$ cat src/rtl/uart_tx_fifo_pkg.sv
// Shared UART constants: data width, default FIFO sizing, CPU I/O offsets and status bit layout.
package uart_tx_fifo_pkg;

  localparam int UART_DATA_W        = 8;
  localparam int UART_TX_DEPTH      = 16;
  localparam int UART_TX_LOW_WATER  = 4;

  localparam logic [7:0] UART_TXD   = 8'h00;
  localparam logic [7:0] UART_STAT  = 8'h04;

  localparam int STAT_EMPTY    = 0;
  localparam int STAT_FULL     = 1;
  localparam int STAT_OVERFLOW = 2;
  localparam int STAT_TX_LOW   = 3;

  // Packs the flags into the STAT register layout the CPU reads.
  function automatic logic [3:0] uart_stat_pack(input logic irq_tx_low, input logic overflow,
                                                input logic full, input logic empty);
    logic [3:0] s;
    s                = '0;
    s[STAT_TX_LOW]   = irq_tx_low;
    s[STAT_OVERFLOW] = overflow;
    s[STAT_FULL]     = full;
    s[STAT_EMPTY]    = empty;
    return s;
  endfunction

endpackage

$ cat src/rtl/uart_tx_fifo.sv
// Show-ahead byte FIFO feeding the UART transmitter; registered level/full/empty/low-water flags.
module uart_tx_fifo
  import uart_tx_fifo_pkg::*;
#(
  parameter int DEPTH     = UART_TX_DEPTH,
  parameter int LOW_WATER = UART_TX_LOW_WATER,
  localparam int AW       = $clog2(DEPTH)
) (
  input  logic                   clk,
  input  logic                   rst_n,
  input  logic                   wr_en,
  input  logic [UART_DATA_W-1:0] wr_data,
  input  logic                   flush,
  input  logic                   clr_overflow,
  input  logic                   tx_ready,
  output logic                   tx_valid,
  output logic [UART_DATA_W-1:0] tx_data,
  output logic                   full,
  output logic                   empty,
  output logic [AW:0]            level,
  output logic                   overflow,
  output logic                   irq_tx_low
);

  logic [UART_DATA_W-1:0] mem [DEPTH];
  logic [AW-1:0]          rd_ptr, wr_ptr;
  logic [AW:0]            level_nxt;
  logic                   push, pop, reject;

  // full is the registered flag, so a pop in the same cycle never frees a slot for the write
  assign push   = wr_en && !full && !flush;
  assign pop    = tx_valid && tx_ready && !flush;
  assign reject = wr_en && full && !flush;

  always_comb begin
    level_nxt = level;
    if (flush)
      level_nxt = '0;
    else if (push && !pop)
      level_nxt = level + 1'b1;
    else if (pop && !push)
      level_nxt = level - 1'b1;
  end

  always_ff @(posedge clk) begin
    if (push) mem[wr_ptr] <= wr_data;
  end

  always_ff @(posedge clk) begin
    if (!rst_n) begin
      rd_ptr     <= '0;
      wr_ptr     <= '0;
      level      <= '0;
      full       <= 1'b0;
      empty      <= 1'b1;
      irq_tx_low <= 1'b1;
      overflow   <= 1'b0;
    end else begin
      rd_ptr     <= flush ? '0 : (pop  ? rd_ptr + 1'b1 : rd_ptr);
      wr_ptr     <= flush ? '0 : (push ? wr_ptr + 1'b1 : wr_ptr);
      level      <= level_nxt;
      full       <= (level_nxt == (AW+1)'(DEPTH));
      empty      <= (level_nxt == '0);
      irq_tx_low <= (level_nxt <= (AW+1)'(LOW_WATER));
      // set beats clear
      if (reject)            overflow <= 1'b1;
      else if (clr_overflow) overflow <= 1'b0;
    end
  end

  assign tx_valid = !empty;
  assign tx_data  = tx_valid ? mem[rd_ptr] : '0;

endmodule

$ cat config.mk
export PLATFORM = sky130hd
export DESIGN_NAME = uart_tx_fifo
export DESIGN_NICKNAME = d
export VERILOG_FILES = /design/src/rtl/uart_tx_fifo_pkg.sv /design/src/rtl/uart_tx_fifo.sv
export SDC_FILE = /design/constraint.sdc
export NUM_CORES = 1
export LEC_CHECK = 0
export CORE_ASPECT_RATIO = 1.25
export CORE_MARGIN = 2
export CORE_UTILIZATION = 64
export DETAILED_ROUTE_END_ITERATION = 10
export GPL_ROUTABILITY_DRIVEN = 0
export GPL_TIMING_DRIVEN = 0
export PLACE_DENSITY_LB_ADDON = 0.12
export SLEW_MARGIN = 10
export SYNTH_ARGS = -nofsm -noshare
export SYNTH_HDL_FRONTEND = slang
export SYNTH_SLANG_ARGS = --single-unit
$ cat constraint.sdc
create_clock -name clk -period 5.2 [get_ports clk]
set_input_delay 1.3 -clock clk [delete_from_list [all_inputs] [get_ports clk]]
set_output_delay 1.3 -clock clk [all_outputs]
set_load 0.03 [all_outputs]
# ---- Word level (Yosys, flattened, before mapping)
# Memories as Yosys holds them, arrays and structs flattened. A register that Yosys moved wholly into a read port is not among the register bits.
# Cells that the tools add are included.
dict set report word_totals {
  ff_bits 17
  n_memories 1
  out_inout_bits 18
  latchBits 0
  romBits 0
  word_cells 41
  in_bits 14
  ramBits 128
}
# name depth word_bits rd rd_ports_with_merged_regs wr line_no
set memory_table {}
lappend memory_table {mem 16 8 1 1 1 uart_tx_fifo.sv:25} ;# logic [UART_DATA_W-1:0] mem [DEPTH];
dict set report classes {
  n_mul 0
  order_cmp 1
  muxes 10
  bitwise 1
  n_reduce_logical 16
  div_mod_pow 0
  addsub 4
  eq_ne 1
  n_shift 0
}
# cell n
set ops {}
lappend ops {{5-bit 2-to-1 mux} 3}
lappend ops {{4-bit by 1-bit adder with 4-bit output, second input constant} 2}
lappend ops {{1-bit logical AND} 8}
lappend ops {{4-bit 2-to-1 mux} 2}
lappend ops {{8-bit 2-to-1 mux} 1}
lappend ops {{5-bit by 1-bit adder with 5-bit output, second input constant} 1}
lappend ops {{5-bit == test, second input constant} 1}
lappend ops {{5-bit by 3-bit less-or-equal comparator with 1-bit output, second input constant} 1}
lappend ops {{1-bit logical NOT} 5}
lappend ops {{5-bit logical NOT} 1}
lappend ops {{5-bit by 1-bit subtractor with 5-bit output, second input constant} 1}
lappend ops {{1-bit 2-to-1 mux} 4}
lappend ops {{2-bit nonzero test} 1}
lappend ops {{2-bit OR reduction} 1}
lappend ops {{1-bit inverter} 1}

# ---- Depth between registers and ports, before layout
# Gate-level depths: netlist of the first run.
dict set report logic_depth {
  word_depth 9
  depth_mapped 7
  ltp_nobuf 7
}

# ---- Worst setup path before layout of the first run
# Ideal clock, no wire load.
dict set report synth_path {
  path_type {reg-to-output}
  startpoint {reg (tool-made name)}
  endpoint {out tx_data[0]}
  stages_incl_launch_ff 6
  path_buffers 2
  setup_slack_ns 2.056
  arrival_time_ns 1.844
  required_time_ns 3.900
  path_cell_list {dfxtp_1 > buf_2 > buf_6 > mux4_2 > mux4_2 > and2_1}
}
# element line_no
set synth_lines {}
lappend synth_lines {{end, declared} uart_tx_fifo.sv:17} ;# output logic [UART_DATA_W-1:0] tx_data,

==> summary.md, run 1 <==
| Metric | Value |
|---|---|
| Fin nets | 385 |
| Die W | 90.5 µm |
| Hold Path Sink | overflow$_SDFFE_PN0P_ |
| Hold path start | overflow$_SDFFE_PN0P_ |
| Most common cell after layout, fill and taps aside | edfxtp_1 |
| CTS Hold Buffers Added | 0 |
| Initial DRC count | 280 |
| Final wirelength | 12900 µm |
| Die height | 112 µm |
| Via density | 6.24 |
| Num CTS Buffers | 17 |
| Total GRT Usage | 27.8% |
| Ys async rst share | 0% |
| RR Endpoint | mem[4][4]$_DFFE_PP_ |
| Core box area | 9130 µm² |
| Port Buffers | 31 |
| Worst-Margin Slew | 0.817 ns |
| Layout cells sized above 1 | 21.0% |
| Synthesized Nets | 335 |
| Cell area power density | 389 nW/µm² |
| Mapped Avg Cell Area | 19.0 µm² |
| Cell count after synthesis | 314 |
| RSZ-0062 raised after global routing | false |
| Worst R2R Setup Slack | 2.94 ns |
| Area of the die | 10100 µm² |
| Skew-Pair Late Insertion Delay | 0.41 ns |
| Leakage | 2.27 nW |
| Final period util | 85.9% |
| Max_slew headroom | 45.3% |
| Synth cell types | 42 |
| Clock Skew | 0.00644 ns |
| Root Buffer | clkbuf_16 |
| Post-CTS sizing | 0 |
| Inserted Diodes | 0 |
| TNS Setup | 0 ns |
| Worst R2R Path Depth | 4 |
| GRT Residual Overflow | 0 |
| Largest net degree at the start of global routing | 17 |
| First-pass GRT wire length | 19600 µm |
| Setup Viol. Count Final | 0 |
| Crit Reg-Reg Startpoint | full$_SDFF_PN0_ |
| CP Max Fanout | 10 |
| Vias in the first global route | 3226 |
| Core Rows | 39 |
| Slew Limit Fails | 0 |
| Critical path arrival | 3.17 ns |
| Final hold vios | 0 |
| CTS tree | built |
| Post-CTS Setup Bufs | 0 |
| Hold depth | 2 |
| Fmax | 224 MHz |
| Post-DRT Antenna Nets | 0 |
| Run status | completed |
| Min Tclk post-route | 4.47 ns |
| Startpoint types | flop |
| Initial antenna violation count | 0 |
| Via count | 3118 |
| Seq cells post-synth | 149 |
| WP data required | 3.90 ns |
| DRC Markers | 0 |
| CTS sink cnt | 149 |
| Mapped Area | 5980 µm² |
| Post-DP HPWL | 7920 µm |
| Ys flop type | edfxtp_1 |
| Clock Pin Slew Worst Setup and Hold Paths | 0.06 ns |
| Synth Warn # | 0 |
| Clock buffer depth | 2 |
| Hold_ws | 0.494 ns |
| Layout Utilization | 78.0% |
| Peak VDD IR | 314 µV |
| Hold Crit Class | flop to flop |
| Ports | 32 |
| Area delta synth->final | 19.1% |
| Commonest cells after routing, fill and taps aside | 128 x edfxtp_1, 40 x mux4_2, 31 x clkdlybuf4s50_1 |
| DRT Pass-1 Iters | 4 |
| Worst setup path class | flop to output port |
| Max-cap viol count | 0 |
| DR WL/cell | 25.9 µm |
| H-tree levels | 4 |
| Crit end category | output port |
| Post-synth EDFFs | 128 |
| Initial core utilization | 65.5% |
| Seq/Total Area, Yosys | 71.3% |
[cell type report]
| class | count | area [µm²] |
|---|---|---|
| Buffer | 13 | 72.6 |
| Tap cell | 123 | 154 |
| Clock inverter | 14 | 231 |
| Multi-Input combinational cell | 147 | 1640 |
| Clock buffer | 18 | 429 |
| Timing Repair Buffer | 31 | 310 |
| Inverter | 5 | 18.8 |
| Sequential cell | 149 | 4260 |
| Fill cell | 512 | 2000 |
[synth_stat cells, types with 2 or more instances]
cell type | number | area share (%)
a211oi_1 | 2 | 0.25
a21boi_0 | 2 | 0.25
a21oi_1 | 3 | 0.25
and2_1 | 18 | 1.9
and3_1 | 3 | 0.31
buf_1 | 4 | 0.25
buf_6 | 3 | 0.56
clkbuf_1 | 5 | 0.31
dfxtp_1 | 21 | 7.0
edfxtp_1 | 128 | 64
ha_1 | 7 | 1.5
inv_1 | 5 | 0.31
mux4_2 | 40 | 15
nand2_1 | 9 | 0.56
nand2b_1 | 5 | 0.52
nand3_1 | 5 | 0.42
nand4_1 | 2 | 0.21
nor2_1 | 13 | 0.82
nor2b_1 | 4 | 0.42
nor3_1 | 2 | 0.17
nor3b_1 | 4 | 0.50
o31ai_1 | 2 | 0.25
xnor2_1 | 5 | 0.73
xor2_1 | 4 | 0.59
[report_power, final]
group / total, mW / internal [mW] / switching (mW)
Clock: 1.36 / 0.897 / 0.462
Combinational: 0.104 / 0.0438 / 0.0605
Sequential: 1.31 / 1.30 / 0.00519
Total: 2.77 / 2.24 / 0.527
[state kept, by name, indices dropped and copies added, names as in the netlist, named ones only]
| name | count |
|---|---|
| irq_tx_low | 1 |
| wr_ptr | 4 |
| full | 1 |
| level | 5 |
| overflow | 1 |
| empty | 1 |
| mem | 128 |
| rd_ptr | 4 |
[through the flow]
stage	instances	setup WS [ns]	cell area, µm²	power [mW]
floorplan	314	2.06	5980	1.39
global placement	468	1.19	6440	1.43
detailed placement	468	1.21	6450	1.44
CTS	500	0.720	7110	2.78
global route	500	0.693	7120	2.83
finish	500	0.733	7120	2.77
[cell families after synthesis]
group / share of synthesized area [%]
flip-flops: 71.3
AO/OA/AOI/OAI: 1.76
XOR/XNOR: 1.32
multiplexers: 15.4
buffers and inverters: 1.53
adder cells (fa/ha/maj): 1.46
AND/OR/NAND/NOR: 7.22
[routing by layer]
| metal | part of all wire (%) | GRT usage (%) |
|---|---|---|
| met1 | 36 | 34.8 |
| met2 | 54 | 46.4 |
| met3 | 8.3 | 7.99 |
| met4 | 1.6 | 11.3 |
| met5 | 0 | 0 |
[worst max-delay path: stages (launching register included)]
cell,delay (ns)
dfxtp_1,0.45
buf_1,0.59
mux4_2,0.45
mux4_2,0.50
and2_1,0.17
clkdlybuf4s50_1,0.58
[worst max path at each step]
stage               startpoint                   end  slack [ns]  cells past startpoint
detailed placement        flop            tx_data[1]        1.21                      5
global route              flop            tx_data[6]        0.69                      5
CTS                       flop            tx_data[1]        0.72                      5
finish                    flop            tx_data[1]        0.73                      5
global placement         wr_en  mem[11][1]$_DFFE_PP_        1.19                      4
floorplan                 flop            tx_data[0]        2.06                      5
No activity file was read; power rests on OpenSTA's default activity.
==> run 2: changes to the inputs <==
--- a/config.mk
+++ b/config.mk
@@ -11,7 +11,7 @@
 export DETAILED_ROUTE_END_ITERATION = 10
 export GPL_ROUTABILITY_DRIVEN = 0
 export GPL_TIMING_DRIVEN = 0
-export PLACE_DENSITY_LB_ADDON = 0.12
+export PLACE_DENSITY = 0.84
 export SLEW_MARGIN = 10
 export SYNTH_ARGS = -nofsm -noshare
 export SYNTH_HDL_FRONTEND = slang
==> constraint.sdc (replaced) <==
create_clock -name clk -period 5.2 [get_ports clk]
set_input_delay 1.3 -clock clk [delete_from_list [all_inputs] [get_ports clk]]
set_output_delay 1.3 -clock clk [all_outputs]
set_load 0.005 [all_outputs]
==> run 2 against run 1 <==
Combinational power decreased by 11%. First-iteration DRC count rose by 63%. Fmax up 1.4%. Sequential power barely moved. Non-clock buffer count rose by 3. Die area did not move. Worst hold slack improved by 0.0096 ns. Count of clock-buffer cells in the layout unchanged. Sequential share of layout area up 0.40 points. Clock skew about the same. Largest power group is now registers. Highest routed layer unchanged.
==> summary.md, run 2 (same netlist as run 1, synthesis figures left out) <==
| Metric | Value |
|---|---|
| Via density | 6.50 |
| Slew Limit Fails | 0 |
| Area delta synth->final | 18.3% |
| Hold Crit Class | flop to flop |
| Top flop regs | mem: 128 flops, level: 5 flops |
| Crit-path slowest cell | buf_1 |
| Core Rows | 39 |
| Total power | 2.61 mW |
| Fmax | 227 MHz |
| Die height | 112 µm |
| Root Buffer | clkbuf_16 |
| Run status | completed |
| Final wirelength | 13700 µm |
| Worst Path Buf+Inv | 2 |
| Num CTS Buffers | 17 |
| Clock Skew | 0.00664 ns |
| Peak VDD IR | 279 µV |
| Reg with most FFs | mem |
| DRC Markers | 0 |
| Number of flip-flops in the largest register | 128 |
| CTS sink cnt | 149 |
| Logic pwr share | 3.5% |
| Power Internal | 2.10 mW |
| Hold Path Sink | overflow$_SDFFE_PN0P_ |
| Critical path arrival | 3.10 ns |
| WP data required | 3.90 ns |
| DR WL/cell | 27.3 µm |
| Crit path cell chain | buf_1 > mux4_2 > mux4_2 > and2_1 > clkdlybuf4s50_1 |
| Worst R2R Path Depth | 4 |
| Vias in the first global route | 3317 |
| GRT Residual Overflow | 0 |
| Final hold vios | 0 |
| Startpoint types | flop |
| Fin nets | 388 |
| Initial DRC count | 456 |
| Setup Viol. Count Final | 0 |
| Largest net degree at the start of global routing | 17 |
| Worst Slack Setup Final | 0.796 ns |
| Post-CTS sizing | 0 |
| Post-CTS Setup Bufs | 0 |
| H-tree levels | 4 |
| Crit Reg-Reg Startpoint | full$_SDFF_PN0_ |
| Inserted Diodes | 0 |
| Area of the die | 10100 µm² |
| Crit end category | output port |
| Min Tclk post-route | 4.40 ns |
| DP Worst Slack | 1.26 ns |
| Worst-Margin Slew | 0.912 ns |
| TNS Setup | 0 ns |
| Sw Share | 19.8% |
| Leakage | 2.25 nW |
| CTS Hold Buffers Added | 0 |
| Initial core utilization | 65.5% |
| Layout cells sized above 1 | 21.3% |
| Ports | 32 |
| CP Max Fanout | 10 |
| Hold path start | overflow$_SDFFE_PN0P_ |
| CTS tree | built |
| Post-DP HPWL | 7880 µm |
| Total GRT Usage | 29.6% |
| RSZ-0062 raised after global routing | false |
| First-pass GRT wire length | 20500 µm |
| Layout Utilization | 77.5% |
| Most common cell after layout, fill and taps aside | edfxtp_1 |
| Max-cap viol count | 0 |
| Max_slew headroom | 39.2% |
| Via count | 3269 |
| Clock buffer depth | 2 |
| Worst R2R Setup Slack | 2.83 ns |
| CP top delay family | buffers and inverters |
| CP most frequent cell | mux4_2 |
| Commonest cells after routing, fill and taps aside | 128 x edfxtp_1, 40 x mux4_2, 31 x clkdlybuf4s50_1 |
| Hold depth | 2 |
| Clock Pin Slew Worst Setup and Hold Paths | 0.06 ns |
| Post-DRT Antenna Nets | 0 |
| # fillers | 481 |
| Seq pwr share | 50.1% |
| Worst path max stage delay | 0.63 ns |
| RR Endpoint | mem[5][0]$_DFFE_PP_ |
| Sw Pwr | 518 µW |
| Initial antenna violation count | 0 |
| Core box area | 9130 µm² |
| Port Buffers | 31 |
| Die W | 90.5 µm |
| Worst setup path class | flop to output port |
| Clock power frac | 46.4% |
| DRT Pass-1 Iters | 5 |
| Final period util | 84.7% |
| Skew-Pair Late Insertion Delay | 0.42 ns |
| Cell area power density | 370 nW/µm² |
run 2: cell types whose count changed in the layout (fill, tap and decap cells not counted):
cell and delta:
buf_4 +3, bufinv_16 -3, clkinv_1 +1, clkinv_4 +2, clkinvlp_4 +1, inv_6 -1
run 2: power groups by stage:
stage | logic [mW] | registers, mW | clock network (mW)
global placement | 0.0869 | 1.33 | 0
global route | 0.0995 | 1.31 | 1.27
CTS | 0.0922 | 1.31 | 1.22
floorplan | 0.0439 | 1.33 | 0
detailed placement | 0.0905 | 1.33 | 0
finish | 0.0924 | 1.31 | 1.21
run 2: worst max-delay path by stage:
stage,startpoint,endpoint,slack [ns],depth (start not counted)
2_1_floorplan,flop,tx_data[0],2.15,5
3_3_place_gp,wr_en,mem[11][4]$_DFFE_PP_,0.98,4
3_5_place_dp,flop,tx_data[1],1.26,5
4_1_cts,flop,tx_data[4],0.76,5
5_1_grt,flop,tx_data[1],0.70,5
6_report,flop,tx_data[4],0.80,5
run 2: per-layer routing:
metal	wire length [µm]	track usage, %	up-vias	part of all wire, %
met3	1060	8.72	31	7.7
li1	-	-	1368	-
met4	335	13.1	0	2.4
met2	7440	49.4	207	54
met5	0	0	-	0
met1	4880	36.2	1663	36
run 2: worst min-delay path, stage by stage (launching register included):
cell	delay, ns
dfxtp_1	0.31
nand2b_1	0.06
a21boi_0	0.08
run 2: cell type report:
cell class	instances	area (µm²)	area share, %
Buffer	13	72.6	1.03
Tap cell	123	154	2.18
Clock inverter	14	161	2.28
Multi-Input combinational cell	147	1640	23.2
Clock buffer	18	429	6.07
Inverter	5	18.8	0.265
Timing Repair Buffer	34	333	4.71
Sequential cell	149	4260	60.3
run 2: through the flow:
step	instance area, µm²	hold WS, ns	instances
after floorplan	5980	0.467	314
after global placement	6440	0.474	468
after detailed placement	6480	0.491	471
after CTS	7070	0.508	503
after global routing	7070	0.544	503
final	7070	0.503	503
==> run 3: changes to the inputs <==
--- a/config.mk
+++ b/config.mk
@@ -7,11 +7,11 @@
 export LEC_CHECK = 0
 export CORE_ASPECT_RATIO = 1.25
 export CORE_MARGIN = 2
-export CORE_UTILIZATION = 64
+export CORE_UTILIZATION = 53
 export DETAILED_ROUTE_END_ITERATION = 10
 export GPL_ROUTABILITY_DRIVEN = 0
 export GPL_TIMING_DRIVEN = 0
-export PLACE_DENSITY = 0.84
+export PLACE_DENSITY = 0.75
 export SLEW_MARGIN = 10
 export SYNTH_ARGS = -nofsm -noshare
 export SYNTH_HDL_FRONTEND = slang
==> constraint.sdc (replaced) <==
create_clock -name clk -period 3.59 [get_ports clk]
set_input_delay 0.8975 -clock clk [delete_from_list [all_inputs] [get_ports clk]]
set_output_delay 0.8975 -clock clk [all_outputs]
set_load 0.005 [all_outputs]
==> run 3 against run 2 <==
Die area increased by 20%. Total power increased by 48%. Sequential power up 45%. Highest routed layer unchanged.
==> summary.md, run 3 (same netlist as run 1, synthesis figures left out) <==
| Metric | Value |
|---|---|
| Worst R2R Path Depth | 4 |
| Clock power frac | 47.3% |
| Worst Setup EP | tx_data[2] |
| Clock buffer depth | 2 |
| Final hold vios | 0 |
| Startpoint types | flop |
| CP Max Fanout | 7 |
| Port Buffers | 31 |
| Number of flip-flops in the largest register | 128 |
| Clock Pin Slew Worst Setup and Hold Paths | 0.06 ns |
| Sw Share | 19.6% |
| H-tree levels | 4 |
| Cell area power density | 531 nW/µm² |
| Final wirelength | 12600 µm |
| Worst R2R Setup Slack | 1.35 ns |
| Root Buffer | clkbuf_16 |
| Power Internal | 3.11 mW |
| Commonest cells after routing, fill and taps aside | 128 x edfxtp_1, 40 x mux4_2, 23 x clkdlybuf4s50_1 |
| Seq pwr share | 49.0% |
| Placed Area | 6470 µm² |
| DRT Pass-1 Iters | 5 |
| Core Rows | 43 |
| Inserted Diodes | 0 |
| Final period util | 99.0% |
| Critical path arrival | 2.66 ns |
| Initial DRC count | 243 |
| Worst setup path class | flop to output port |
| Ports | 32 |
| Reg with most FFs | mem |
| RSZ-0062 raised after global routing | false |
| Area delta synth->final | 21.8% |
| Top flop regs | mem: 128 flops, level: 5 flops |
| Clock Skew | 0.0103 ns |
| DRC Markers | 0 |
| Most common cell after layout, fill and taps aside | edfxtp_1 |
| Hold_ws | 0.498 ns |
| GRT Residual Overflow | 0 |
| Initial core utilization | 54.2% |
| Crit end category | output port |
| Vias in the first global route | 3275 |
| Slew Limit Fails | 0 |
| First-pass GRT wire length | 19400 µm |
| Post-DRT Antenna Nets | 0 |
| Post-DP HPWL | 7590 µm |
| Footprint of the multi-input gates | 1640 µm² |
| DR WL/cell | 24.3 µm |
| Leakage | 2.38 nW |
| Layout Utilization | 66.1% |
| Peak VDD IR | 439 µV |
| Setup Viol. Count Final | 0 |
| Skew-Pair Late Insertion Delay | 0.42 ns |
| Initial antenna violation count | 0 |
| Sw Pwr | 758 µW |
| Max_slew headroom | 43.4% |
| CTS sink cnt | 149 |
| Logic pwr share | 3.7% |
| Layout cells sized above 1 | 23.8% |
| Largest net degree at the start of global routing | 17 |
| Max-cap viol count | 0 |
| Worst-Margin Slew | 0.845 ns |
| CTS Hold Buffers Added | 0 |
| Core box area | 11000 µm² |
| RR Endpoint | mem[5][0]$_DFFE_PP_ |
| Register area | 4270 µm² |
| Fmax | 281 MHz |
| # fillers | 698 |
| Finished Cell Area | 7290 µm² |
| TNS Setup | 0 ns |
| Via density | 5.93 |
| Die height | 123 µm |
| Die W | 99.0 µm |
| Hold Crit Class | flop to flop |
| Crit Reg-Reg Startpoint | full$_SDFF_PN0_ |
| Via count | 3087 |
| Total GRT Usage | 22.6% |
| Min Tclk post-route | 3.55 ns |
| Run status | completed |
| Area of the die | 12200 µm² |
| Total power | 3.87 mW |
| Num CTS Buffers | 17 |
| Fin nets | 394 |
| WP data required | 2.69 ns |
| CTS tree | built |
==> run 3: changes by cell type in the layout (fill, tap and decap cells not counted), moves of 2 or more <==
cell / change
dlygate4sd2_1: +8
clkdlybuf4s50_1: -8
buf_6: -2
buf_16: +3
buf_1: -3
buf_12: +6
==> run 3: final cells by class <==
| class | count | area share, % |
|---|---|---|
| plain buffers | 13 | 1.65 |
| clock buffers | 17 | 5.84 |
| flip-flops and latches | 149 | 58.5 |
| well taps | 135 | 2.32 |
| repair buffers | 40 | 6.27 |
| clock inverters | 15 | 2.58 |
| inverters | 5 | 0.258 |
| multi-input cells | 147 | 22.5 |
==> run 3: worst min path at each step <==
stage                                start                      to  cells past startpoint
floorplan           rd_ptr[1]$_SDFFE_PP0N_                    flop                      2
global placement     overflow$_SDFFE_PN0P_   overflow$_SDFFE_PN0P_                      2
detailed placement  rd_ptr[1]$_SDFFE_PP0N_  rd_ptr[1]$_SDFFE_PP0N_                      2
CTS                  overflow$_SDFFE_PN0P_   overflow$_SDFFE_PN0P_                      2
global route         overflow$_SDFFE_PN0P_   overflow$_SDFFE_PN0P_                      2
finish               overflow$_SDFFE_PN0P_   overflow$_SDFFE_PN0P_                      2
==> run 3: per-layer routing <==
| metal | track usage, % | routed length (µm) | up-vias | part of all wire [%] |
|---|---|---|---|---|
| li1 | - | - | 1378 | - |
| met1 | 25.9 | 4830 | 1590 | 38 |
| met2 | 40.3 | 6990 | 99 | 55 |
| met3 | 4.56 | 440 | 20 | 3.5 |
| met4 | 11.0 | 383 | 0 | 3.0 |
| met5 | 0 | 0 | - | 0 |
==> run 3: power by group through the flow <==
stage          registers, mW  logic, mW  clock network (mW)
3_5_place_dp            1.93      0.131                   0
4_1_cts                 1.90      0.142                1.84
6_report                1.90      0.143                1.83
2_1_floorplan           1.93     0.0636                   0
5_1_grt                 1.90      0.154                1.90
3_3_place_gp            1.93      0.127                   0
==> run 3: what timing repair did <==
item	CTS	global route
buffers inserted	6	0
resized for setup	28	0
endpoints found under the setup margin	8	0
hold endpoints to repair	0	0
==> run 3: through the flow <==
stage / std cells / worst slack, ns
after floorplan: 314 / 0.942
after global placement: 480 / 0.0412
after detailed placement: 480 / 0.179
after CTS: 521 / 0.0847
after global routing: 521 / 0.0139
final: 521 / 0.0367
==> run 3: worst max-delay path: stages, from the launching register on <==
cell	delay, ns
dfxtp_2	0.34
buf_12	0.14
buf_4	0.14
buf_12	0.13
mux4_2	0.54
mux4_2	0.50
and2_1	0.18
dlygate4sd2_1	0.26
